==> src/rtl/alu_w.sv <==
// alu_w: multi-cycle integer ALU with a three-state IDLE/CALC/DONE control FSM.
// Add/sub/logic ops take one CALC cycle; MUL is shift-add and DIV/RMD are
// restoring division, both iterating one bit per cycle over WIDTH cycles.
// Signed MUL/DIV/RMD run on operand magnitudes and fix the sign at the end.
module alu_w #(
   parameter int unsigned WIDTH = 8,
   parameter int unsigned CNT_W = $clog2(WIDTH) + 1
) (
   input  logic             clk,
   input  logic             n_rst,
   input  logic             start,
   input  logic [WIDTH-1:0] src1,
   input  logic [WIDTH-1:0] src2,
   input  logic [3:0]       dtype,
   input  logic [4:0]       operator,
   output logic             busy,
   output logic [WIDTH-1:0] calc_res,
   output logic             alu_done,
   output logic             ovf,
   output logic             err
);

   localparam logic [4:0] OpSum = 5'h10;
   localparam logic [4:0] OpSub = 5'h08;
   localparam logic [4:0] OpMul = 5'h04;
   localparam logic [4:0] OpDiv = 5'h02;
   localparam logic [4:0] OpRmd = 5'h01;
   localparam logic [4:0] OpAnd = 5'h11;
   localparam logic [4:0] OpOr  = 5'h12;
   localparam logic [4:0] OpXor = 5'h14;

   localparam logic [WIDTH-1:0]   MinVal  = {1'b1, {(WIDTH-1){1'b0}}};
   // Magnitude of the most negative signed value, widened to product width.
   localparam logic [2*WIDTH-1:0] ProdMin = {{WIDTH{1'b0}}, 1'b1, {(WIDTH-1){1'b0}}};

   typedef enum logic [1:0] {StIdle, StCalc, StDone} state_e;

   state_e           state_q, state_d;
   logic [CNT_W-1:0] cnt_q, cnt_d;
   logic [WIDTH-1:0] a_q, a_d, b_q, b_d;
   logic             sgn_q, sgn_d;
   logic [4:0]       op_q, op_d;
   // hi: partial product high half / partial remainder; lo: multiplier / quotient.
   logic [WIDTH-1:0] hi_q, hi_d, lo_q, lo_d;
   logic [WIDTH-1:0] res_q, res_d;
   logic             ovf_q, ovf_d, err_q, err_d;

   logic [WIDTH-1:0] mag_a, mag_b;
   logic [WIDTH:0]   mul_sum, rem_sh, rem_sub;
   logic             div_ge, is_mul, is_iter;
   logic [WIDTH-1:0] step_hi, step_lo;
   logic [WIDTH-1:0] fin_res;
   logic             fin_ovf, fin_err;

   // Only the signed bit of the type mask matters.
   logic unused_dtype;
   assign unused_dtype = ^dtype[3:1];

   function automatic logic [WIDTH-1:0] mag_f(input logic [WIDTH-1:0] x, input logic s);
      return (s && x[WIDTH-1]) ? (~x + 1'b1) : x;
   endfunction

   assign mag_a   = mag_f(a_q, sgn_q);
   assign mag_b   = mag_f(b_q, sgn_q);
   assign is_mul  = (op_q == OpMul);
   assign is_iter = is_mul || (((op_q == OpDiv) || (op_q == OpRmd)) && (b_q != '0));

   // One shift-add or restoring-division step from the current hi/lo state.
   always_comb begin
      mul_sum = {1'b0, hi_q} + {1'b0, (lo_q[0] ? mag_a : {WIDTH{1'b0}})};
      rem_sh  = {hi_q, lo_q[WIDTH-1]};
      rem_sub = rem_sh - {1'b0, mag_b};
      div_ge  = (rem_sh >= {1'b0, mag_b});
      if (is_mul) begin
         step_hi = mul_sum[WIDTH:1];
         step_lo = {mul_sum[0], lo_q[WIDTH-1:1]};
      end else begin
         step_hi = div_ge ? rem_sub[WIDTH-1:0] : rem_sh[WIDTH-1:0];
         step_lo = {lo_q[WIDTH-2:0], div_ge};
      end
   end

   logic [WIDTH:0]     add_w, sub_w;
   logic [2*WIDTH-1:0] prod, prod_s;
   logic               prod_neg, q_neg, r_neg;

   // Final result, overflow and error flags; valid on the last CALC cycle.
   always_comb begin
      fin_res  = '0;
      fin_ovf  = 1'b0;
      fin_err  = 1'b0;
      add_w    = {1'b0, a_q} + {1'b0, b_q};
      sub_w    = {1'b0, a_q} - {1'b0, b_q};
      prod     = {step_hi, step_lo};
      prod_neg = sgn_q & (a_q[WIDTH-1] ^ b_q[WIDTH-1]);
      prod_s   = prod_neg ? (~prod + 1'b1) : prod;
      q_neg    = prod_neg;
      r_neg    = sgn_q & a_q[WIDTH-1];
      case (op_q)
         OpSum: begin
            fin_res = add_w[WIDTH-1:0];
            fin_ovf = sgn_q ? ((a_q[WIDTH-1] == b_q[WIDTH-1]) && (add_w[WIDTH-1] != a_q[WIDTH-1]))
                            : add_w[WIDTH];
         end
         OpSub: begin
            fin_res = sub_w[WIDTH-1:0];
            fin_ovf = sgn_q ? ((a_q[WIDTH-1] != b_q[WIDTH-1]) && (sub_w[WIDTH-1] != a_q[WIDTH-1]))
                            : sub_w[WIDTH];
         end
         OpMul: begin
            fin_res = prod_s[WIDTH-1:0];
            if (sgn_q) fin_ovf = prod_neg ? (prod > ProdMin) : (prod >= ProdMin);
            else       fin_ovf = |prod[2*WIDTH-1:WIDTH];
         end
         OpDiv: begin
            if (b_q == '0) begin
               fin_res = '1;
               fin_err = 1'b1;
            end else begin
               fin_res = q_neg ? (~step_lo + 1'b1) : step_lo;
               fin_ovf = sgn_q && (a_q == MinVal) && (b_q == '1);
            end
         end
         OpRmd: begin
            if (b_q == '0) begin
               fin_res = a_q;
               fin_err = 1'b1;
            end else begin
               fin_res = r_neg ? (~step_hi + 1'b1) : step_hi;
            end
         end
         OpAnd:   fin_res = a_q & b_q;
         OpOr:    fin_res = a_q | b_q;
         OpXor:   fin_res = a_q ^ b_q;
         default: fin_err = 1'b1;
      endcase
   end

   // Control FSM: capture on accept, iterate in CALC, load results entering DONE.
   always_comb begin
      state_d = state_q;
      cnt_d   = cnt_q;
      a_d     = a_q;
      b_d     = b_q;
      sgn_d   = sgn_q;
      op_d    = op_q;
      hi_d    = hi_q;
      lo_d    = lo_q;
      res_d   = res_q;
      ovf_d   = ovf_q;
      err_d   = err_q;
      unique case (state_q)
         StIdle: begin
            if (start) begin
               state_d = StCalc;
               cnt_d   = '0;
               a_d     = src1;
               b_d     = src2;
               sgn_d   = dtype[0];
               op_d    = operator;
               hi_d    = '0;
               lo_d    = (operator == OpMul) ? mag_f(src2, dtype[0]) : mag_f(src1, dtype[0]);
            end
         end
         StCalc: begin
            if (is_iter) begin
               hi_d  = step_hi;
               lo_d  = step_lo;
               cnt_d = cnt_q + 1'b1;
            end
            if (!is_iter || (cnt_q == CNT_W'(WIDTH - 1))) begin
               state_d = StDone;
               res_d   = fin_res;
               ovf_d   = fin_ovf;
               err_d   = fin_err;
            end
         end
         StDone:  state_d = StIdle;
         default: state_d = StIdle;
      endcase
   end

   // State and datapath registers.
   always_ff @(posedge clk or negedge n_rst) begin
      if (!n_rst) begin
         state_q <= StIdle;
         cnt_q   <= '0;
         a_q     <= '0;
         b_q     <= '0;
         sgn_q   <= 1'b0;
         op_q    <= '0;
         hi_q    <= '0;
         lo_q    <= '0;
         res_q   <= '0;
         ovf_q   <= 1'b0;
         err_q   <= 1'b0;
      end else begin
         state_q <= state_d;
         cnt_q   <= cnt_d;
         a_q     <= a_d;
         b_q     <= b_d;
         sgn_q   <= sgn_d;
         op_q    <= op_d;
         hi_q    <= hi_d;
         lo_q    <= lo_d;
         res_q   <= res_d;
         ovf_q   <= ovf_d;
         err_q   <= err_d;
      end
   end

   assign busy     = (state_q != StIdle);
   assign alu_done = (state_q == StDone);
   assign calc_res = res_q;
   assign ovf      = ovf_q;
   assign err      = err_q;

endmodule

==> config.mk <==
export PLATFORM = sky130hd
export DESIGN_NAME = alu_w
export DESIGN_NICKNAME = d
export VERILOG_FILES = /design/src/rtl/alu_w.sv
export SDC_FILE = /design/constraint.sdc
export NUM_CORES = 1
export LEC_CHECK = 0
export ABC_AREA = 1
export BUFFER_PORTS_ARGS = -buffer_cell sky130_fd_sc_hd__buf_4
export CAP_MARGIN = 25
export CORE_MARGIN = 2
export CORE_UTILIZATION = 25
export CTS_CLUSTER_SIZE = 30
export DETAILED_ROUTE_END_ITERATION = 8
export PLACE_DENSITY = 0.47
export SLEW_MARGIN = 30
export SYNTH_ARGS = -nofsm -noshare
export SYNTH_HDL_FRONTEND = slang
export SYNTH_SLANG_ARGS = --single-unit
==> constraint.sdc <==
create_clock -name clk -period 4.95 [get_ports clk]
set_input_delay 0.7425 -clock clk [delete_from_list [all_inputs] [get_ports clk]]
set_output_delay 0.7425 -clock clk [all_outputs]
set_load 0.02 [all_outputs]
-- Word-level counts from Yosys, hierarchy flattened
Cells that the tools add are included.
W data, S select, Z words.
- $add $sub $neg: 12
- magnitude comparators: 3
- equal/unequal tests: 21
- mux-type cells: 35
- bitwise operators: 13
- reductions and logical operators: 25
- operators by type and width (operator ; number):
    $mux W8 ; 18
    $pmux W8 S8 ; 1
    $add A8 B1 Y8 const B ; 7
    $not A8 Y8 ; 7
    $pmux W8 S2 ; 2
    $eq A5 B5 Y1 const B ; 4
    $add A8 B8 Y9 ; 2
    $eq A8 B8 Y1 const B ; 2
    $ge A16 B8 Y1 const B ; 1
    $gt A16 B8 Y1 const B ; 1
    $eq A5 B3 Y1 const B ; 2
    $ge A9 B8 Y1 ; 1
    $logic_and A1 B1 Y1 ; 9
    $sub A8 B8 Y9 ; 1
    $and A8 B8 Y8 ; 1
    $logic_not A8 Y1 ; 1
    $mux W4 ; 2
    $or A8 B8 Y8 ; 1
    $pmux W4 S2 ; 1
    $reduce_bool A8 Y1 ; 1
    $reduce_or A8 Y1 ; 1
    $sub A8 B8 Y8 ; 1
    $xor A8 B8 Y8 ; 1
    $mux W1 ; 6
    24 further kinds ; 35
- register bits after elaboration: 54
- input bits: 28
- output and inout bits: 12
- word-level logic and storage cells: 120

-- Depth between registers and ports, before layout
- depth after elaboration: 11
- mapped depth: 27
- depth with buffers taken out: 27

-- Least setup slack after synthesis
OpenSTA, ideal clock, no wires.
- path type: register to register
- start point: reg b_q[1]
- end point: reg ovf_q, in the netlist ovf
- setup time: 0.116 ns
- arrival time: 3.437 ns
- data required time: 4.834 ns
- path slack: 1.397 ns
- stages on the path, launching flop included: 25
- path buffers: 0
- clock period less this slack: 3.553 ns
- cells stage by stage: dfrtp_1 -> inv_1 -> ha_1 -> nand2_1 -> nor3_1 -> or2_2 -> xor2_1 -> inv_1 -> ha_1 -> a21oi_2 -> nor2_1 -> nor2_8 -> nand2_8 -> o21ai_4 -> ha_1 -> nand3_2 -> nor2_2 -> nand4_1 -> a21o_1 -> nand2_1 -> nand2_1 -> nand2_1 -> nand2_1 -> nand2_1 -> nand2_1
- cells in the longest elaborated chain, start to end: 10
- elaborated cells on any way between the ends: 32
- those cells by class: 4 x add/sub; 3 x order compare; 3 x eq/ne; 10 x mux; 1 x bitwise; 11 x reduce/logical
- ends and longest elaborated chain (what ; line ; text):
    start: declaration ; 40 ; logic [WIDTH-1:0] a_q, a_d, b_q, b_d;
    start signal: assignment ; 189 ; b_q <= '0;
    start signal: assignment ; 201 ; b_q <= b_d;
    $not A8 Y8 ; 60 ; return (s && x[WIDTH-1]) ? (~x + 1'b1) : x;
    $add A8 B1 Y8 ; 60 ;
    $mux W8 ; 60 ;
    $sub A8 B8 Y8 / $ge A9 B8 Y1 (equally long branches) ; 72, 73 ;
    $mux W8 ; 78 ; step_hi = div_ge ? rem_sub[WIDTH-1:0] : rem_sh[WIDTH-1:0];
    $mux W8 ; 74 ; if (is_mul) begin
    $ge A16 B8 Y1 / $gt A16 B8 Y1 (equally long branches) ; 112 ; if (sgn_q) fin_ovf = prod_neg ? (prod > ProdMin) : (prod >= ProdMin);
    $mux W1 (2 in a row) ; 112 ;
    $pmux W1 S4 ; 99 ; case (op_q)
    end signal: assignment ; 207 ; ovf_q <= ovf_d;
    end: declaration ; 46 ; logic ovf_q, ovf_d, err_q, err_d;
Several ways; a longest one is shown, not always the timed one.
A chain may end at the register's enable or synchronous reset.

-- Final worst setup path
- start point: reg b_q[1]
- end point: reg res_q[1], in the netlist calc_res[1]
- cells in the longest elaborated chain, start to end: 11
- elaborated cells on any way between the ends: 32
- those cells by class: 7 x add/sub; 1 x order compare; 10 x mux; 7 x bitwise; 7 x reduce/logical
- ends and longest elaborated chain (what ; line ; text):
    $not A8 Y8 ; 60 ;
    $add A8 B1 Y8 ; 60 ;
    $mux W8 ; 60 ;
    $sub A8 B8 Y8 / $ge A9 B8 Y1 (equally long branches) ; 72, 73 ;
    $mux W8 ; 78 ;
    $mux W8 ; 74 ;
    $not A8 Y8 ; 129 ; fin_res = r_neg ? (~step_hi + 1'b1) : step_hi;
    $add A8 B1 Y8 ; 129 ;
    $mux W8 ; 129 ;
    $mux W8 ; 125 ; if (b_q == '0) begin
    $pmux W8 S8 ; 99 ;
    end signal: assignment ; 206 ; res_q <= res_d;
    end: declaration ; 45 ; logic [WIDTH-1:0] res_q, res_d;
Several ways; a longest one is shown, not always the timed one.

==> results.env <==
CLOCKBUFFERDEPTH=2
ASYNC_RESET_FF_FRAC=1.00
FLOORPLAN.IO_PINS=40
TOTALNEGATIVESETUPSLACK_NS=0
AVGVIACOUNTPERCELL=4.88
FINAL_NETS=980
CHIPWIDTH_UM=155
GLOBALPLACE.CONGESTION=0.948
POSTSYNTHCELLCOUNT=868
MULTI_INPUT_GATE_AREA_UM2=3730
CORE_AREA_UM2=22500
VIAS_IN_THE_FIRST_GLOBAL_ROUTE=5612
DETAIL_ROUTE.ITER0.VIOLATIONS=381
RSZ0062_AT_GRT='no'
CTS.HOLD.BUFFERS_ADDED=0
FINAL_COMMON_CELL='nand2_1'
FINALCLOCKSKEW_NS=0.00921
WORSTPATHMAXFANOUT=9
DPL.HPWL_MM=15.7
TIMING.FINAL.CRIT_PERIOD_NS=4.19
WORST-ENDPOINT-ARRIVAL_NS=4.40
FLOORPLAN.DIE.HEIGHT_UM=155
FILL_CELLS=2518
SEQUENTIAL_CELL_AREA_UM2=1350
GLOBAL_ROUTE_WIRE_LENGTH_BEFORE_REPAIR_MM=31.3
DRT-WIRELENGTH-PER-CELL_UM=16.5
SYN_AREA_PER_CELL_UM2=6.57
PORT_BUFFERS=36
YS_SEQ_AREA_FRAC=0.237
RUN_STATUS='finished, final reports clean'
MAXSLEWHEADROOM=0.506
WORST_PIN_SLEW_NS=0.740
N_ANTENNA_CELL=0
SYNTH_AREA_LEADER_CELL='dfrtp_1'
CP-START-KIND='flip-flop'
POST-SYNTH-TOP-AREA-FRACTION=0.237
INITIAL_ANTENNA_VIOLATION_COUNT=1
SETUP_VIOLATIONS=0
POSTCTSSETUPREPAIRBUFS=0
YOSYS_REGISTER_BITS=54
MAXCLOCKFREQUENCY_GHz=0.239
FIN_TOTAL_PWR_mW=5.12
FP.DIEAREA_UM2=24000
POSTSYNTH.TOPFLOPCELL='dfrtp_1'
DR_TOTAL_VIAS=5782
CTS_BUFFERS=5
LEAKAGE_nW=3.35
ROUTED_WIRELENGTH_MM=19.5
CTS.REPORTEDPATHS.CLKPINSLEW_NS=0.08
DETAIL-ROUTE-ANTENNA-NETS=0
SYNTH_NETS=948
FINAL_LAYOUT_SIZE_SUFFIX_GT1_FRAC=0.0999
ENDPOINT_KIND='flip-flop'
TRITONCTS='done'
HOLD_VIOLATIONS_FINAL=0
FINAL-MAX-SLEW-VIOLATION-COUNT=0
CAP_VIOLATIONS=0
SYNTH-WARNING-COUNT=0
DRT_PASS1_ITERATIONS=5
CLK-INSERTION-DELAY-LATE_NS=0.32
PERIOD_SHARE=0.846
CP_DATA_REQUIRED_TIME_NS=5.16
SYN_TO_FINAL_GROWTH_PCT=12.9
SYNTH_AREA_UM2=5700
CTS_MAX_LEVEL=2
POWERDENSITY_nW_PER_UM2=796
GRT_MAX_DEGREE=55
GR-USAGE-ALL-LAYERS=0.167
CTS_ROOT_BUFFER='clkbuf_16'
LAYOUT.CELLS.MOST_COMMON_LIST='214 x nand2_1, 132 x inv_1, 82 x o21ai_0'
HOLDCRITPATHCLASS='in -> async'
STANDARD_CELL_ROW_COUNT=55
SYNTH_EDF_COUNT=0
INITIAL_STANDARD_CELL_UTILIZATION_OF_THE_CORE=0.253
SYNTHTOPCELLSBYAREA='dfrtp_1 24%, nand2_1 14%, ha_1 11%'
DRCVIOLATIONCOUNT=0
PEAKVDDDROP_mV=0.239
SYNTH_CELL_TYPE_COUNT=52
WORSTSETUPPATHTYPE='reg -> reg'
CTS.SINK_COUNT=54
GLOBAL_ROUTE.OVERFLOW_TOTAL=0
POSTCTSRESIZEDCELLS=0
-- synthesized netlist by cell type (all sizes together), types with 7 or more instances --
library cell    n
a21oi          42
o21ai          86
o211ai         12
ha             48
xor2           15
nor2           60
nor3           18
clkbuf          8
nand2         226
o22ai           7
nand4          18
or2             7
dfrtp          54
buf            11
nand3          77
a31oi           7
inv           135
-- flip-flops by register name, indices dropped and copies added (netlist names), 2 cells and up --
register and flops:
a_q 8, b_q 8, calc_res 8, hi_q 8, lo_q 8, op_q 5
cnt_q 4, state_q 2
-- stage by stage --
step                       util  cell area [um2]  cells  hold slack [ns]  setup slack, ns
after floorplan               -             5700    868            0.447             1.40
after global placement    0.279             6280   1178            0.470            0.842
after detailed placement  0.279             6280   1178            0.470            0.796
after CTS                 0.286             6440   1186            0.492            0.792
after global routing      0.286             6440   1186            0.524            0.372
final                     0.286             6440   1186            0.485            0.760
-- per-layer routing --
layer  global-route usage  vias to the layer above  share of wire
li1                     -                     2941              -
met1                0.238                     2648           0.49
met2                0.258                      160           0.43
met3               0.0267                       31          0.056
met4               0.0494                        2          0.026
met5                    0                        -        0.00051
-- cell families after synthesis --
logic type,count (synthesis),synth area share
buffers and inverters,156,0.108
DFF,54,0.237
xor gates and xnor gates,17,0.0261
AOI/OAI and AO/OA,178,0.182
adders and majority gates,52,0.119
and+or+nand+nor,411,0.327
-- critical path, stage by stage (launching register included) --
cell and delay, ns:
dfrtp_1 0.38, inv_1 0.16, ha_1 0.19, nand2_1 0.07, nor3_1 0.22, buf_4 0.18
or2_2 0.11, xor2_1 0.14, inv_1 0.08, ha_1 0.34, nand2_2 0.11, nor2_1 0.05
nand2_1 0.09, nand2_2 0.09, nor2_8 0.20, nand2_8 0.10, o21ai_4 0.20, ha_1 0.27
a21oi_1 0.12, a21oi_1 0.08, a2111oi_0 0.47, o21ai_0 0.29, nand2_1 0.11, nand2_1 0.05
-- power by group --
part | leakage (nW) | internal (mW) | switching [mW] | total (mW)
combinational | 2.58 | 1.27 | 2.60 | 3.87
clock | 0.0759 | 0.194 | 0.190 | 0.384
sequential | 0.695 | 0.622 | 0.248 | 0.871
total | 3.35 | 2.09 | 3.04 | 5.12
-- final timing paths --
path | startpoint | endpoint | slack, ns | depth (start not counted)
max | b_q[1] | calc_res[1] | 0.76 | 23
min reg2reg | calc_res[2] | calc_res[2] | 0.49 | 2
min in group clk | calc_res[2] | calc_res[2] | 0.49 | 2
min | n_rst | op_q[3] | 0.48 | 1
max reg2reg | b_q[1] | calc_res[1] | 0.76 | 23
max in group asynchronous | n_rst | hi_q[0] | 3.97 | 1
-- cell type report --
cell class,count,share of cell area
multi-input cells,658,0.580
repair buffers,44,0.0513
flip-flops and latches,54,0.210
clock buffers,5,0.0194
inverters,137,0.0799
well taps,285,0.0554
clock inverters,3,0.00447
Note: power is estimated with default switching activity, not from simulation.
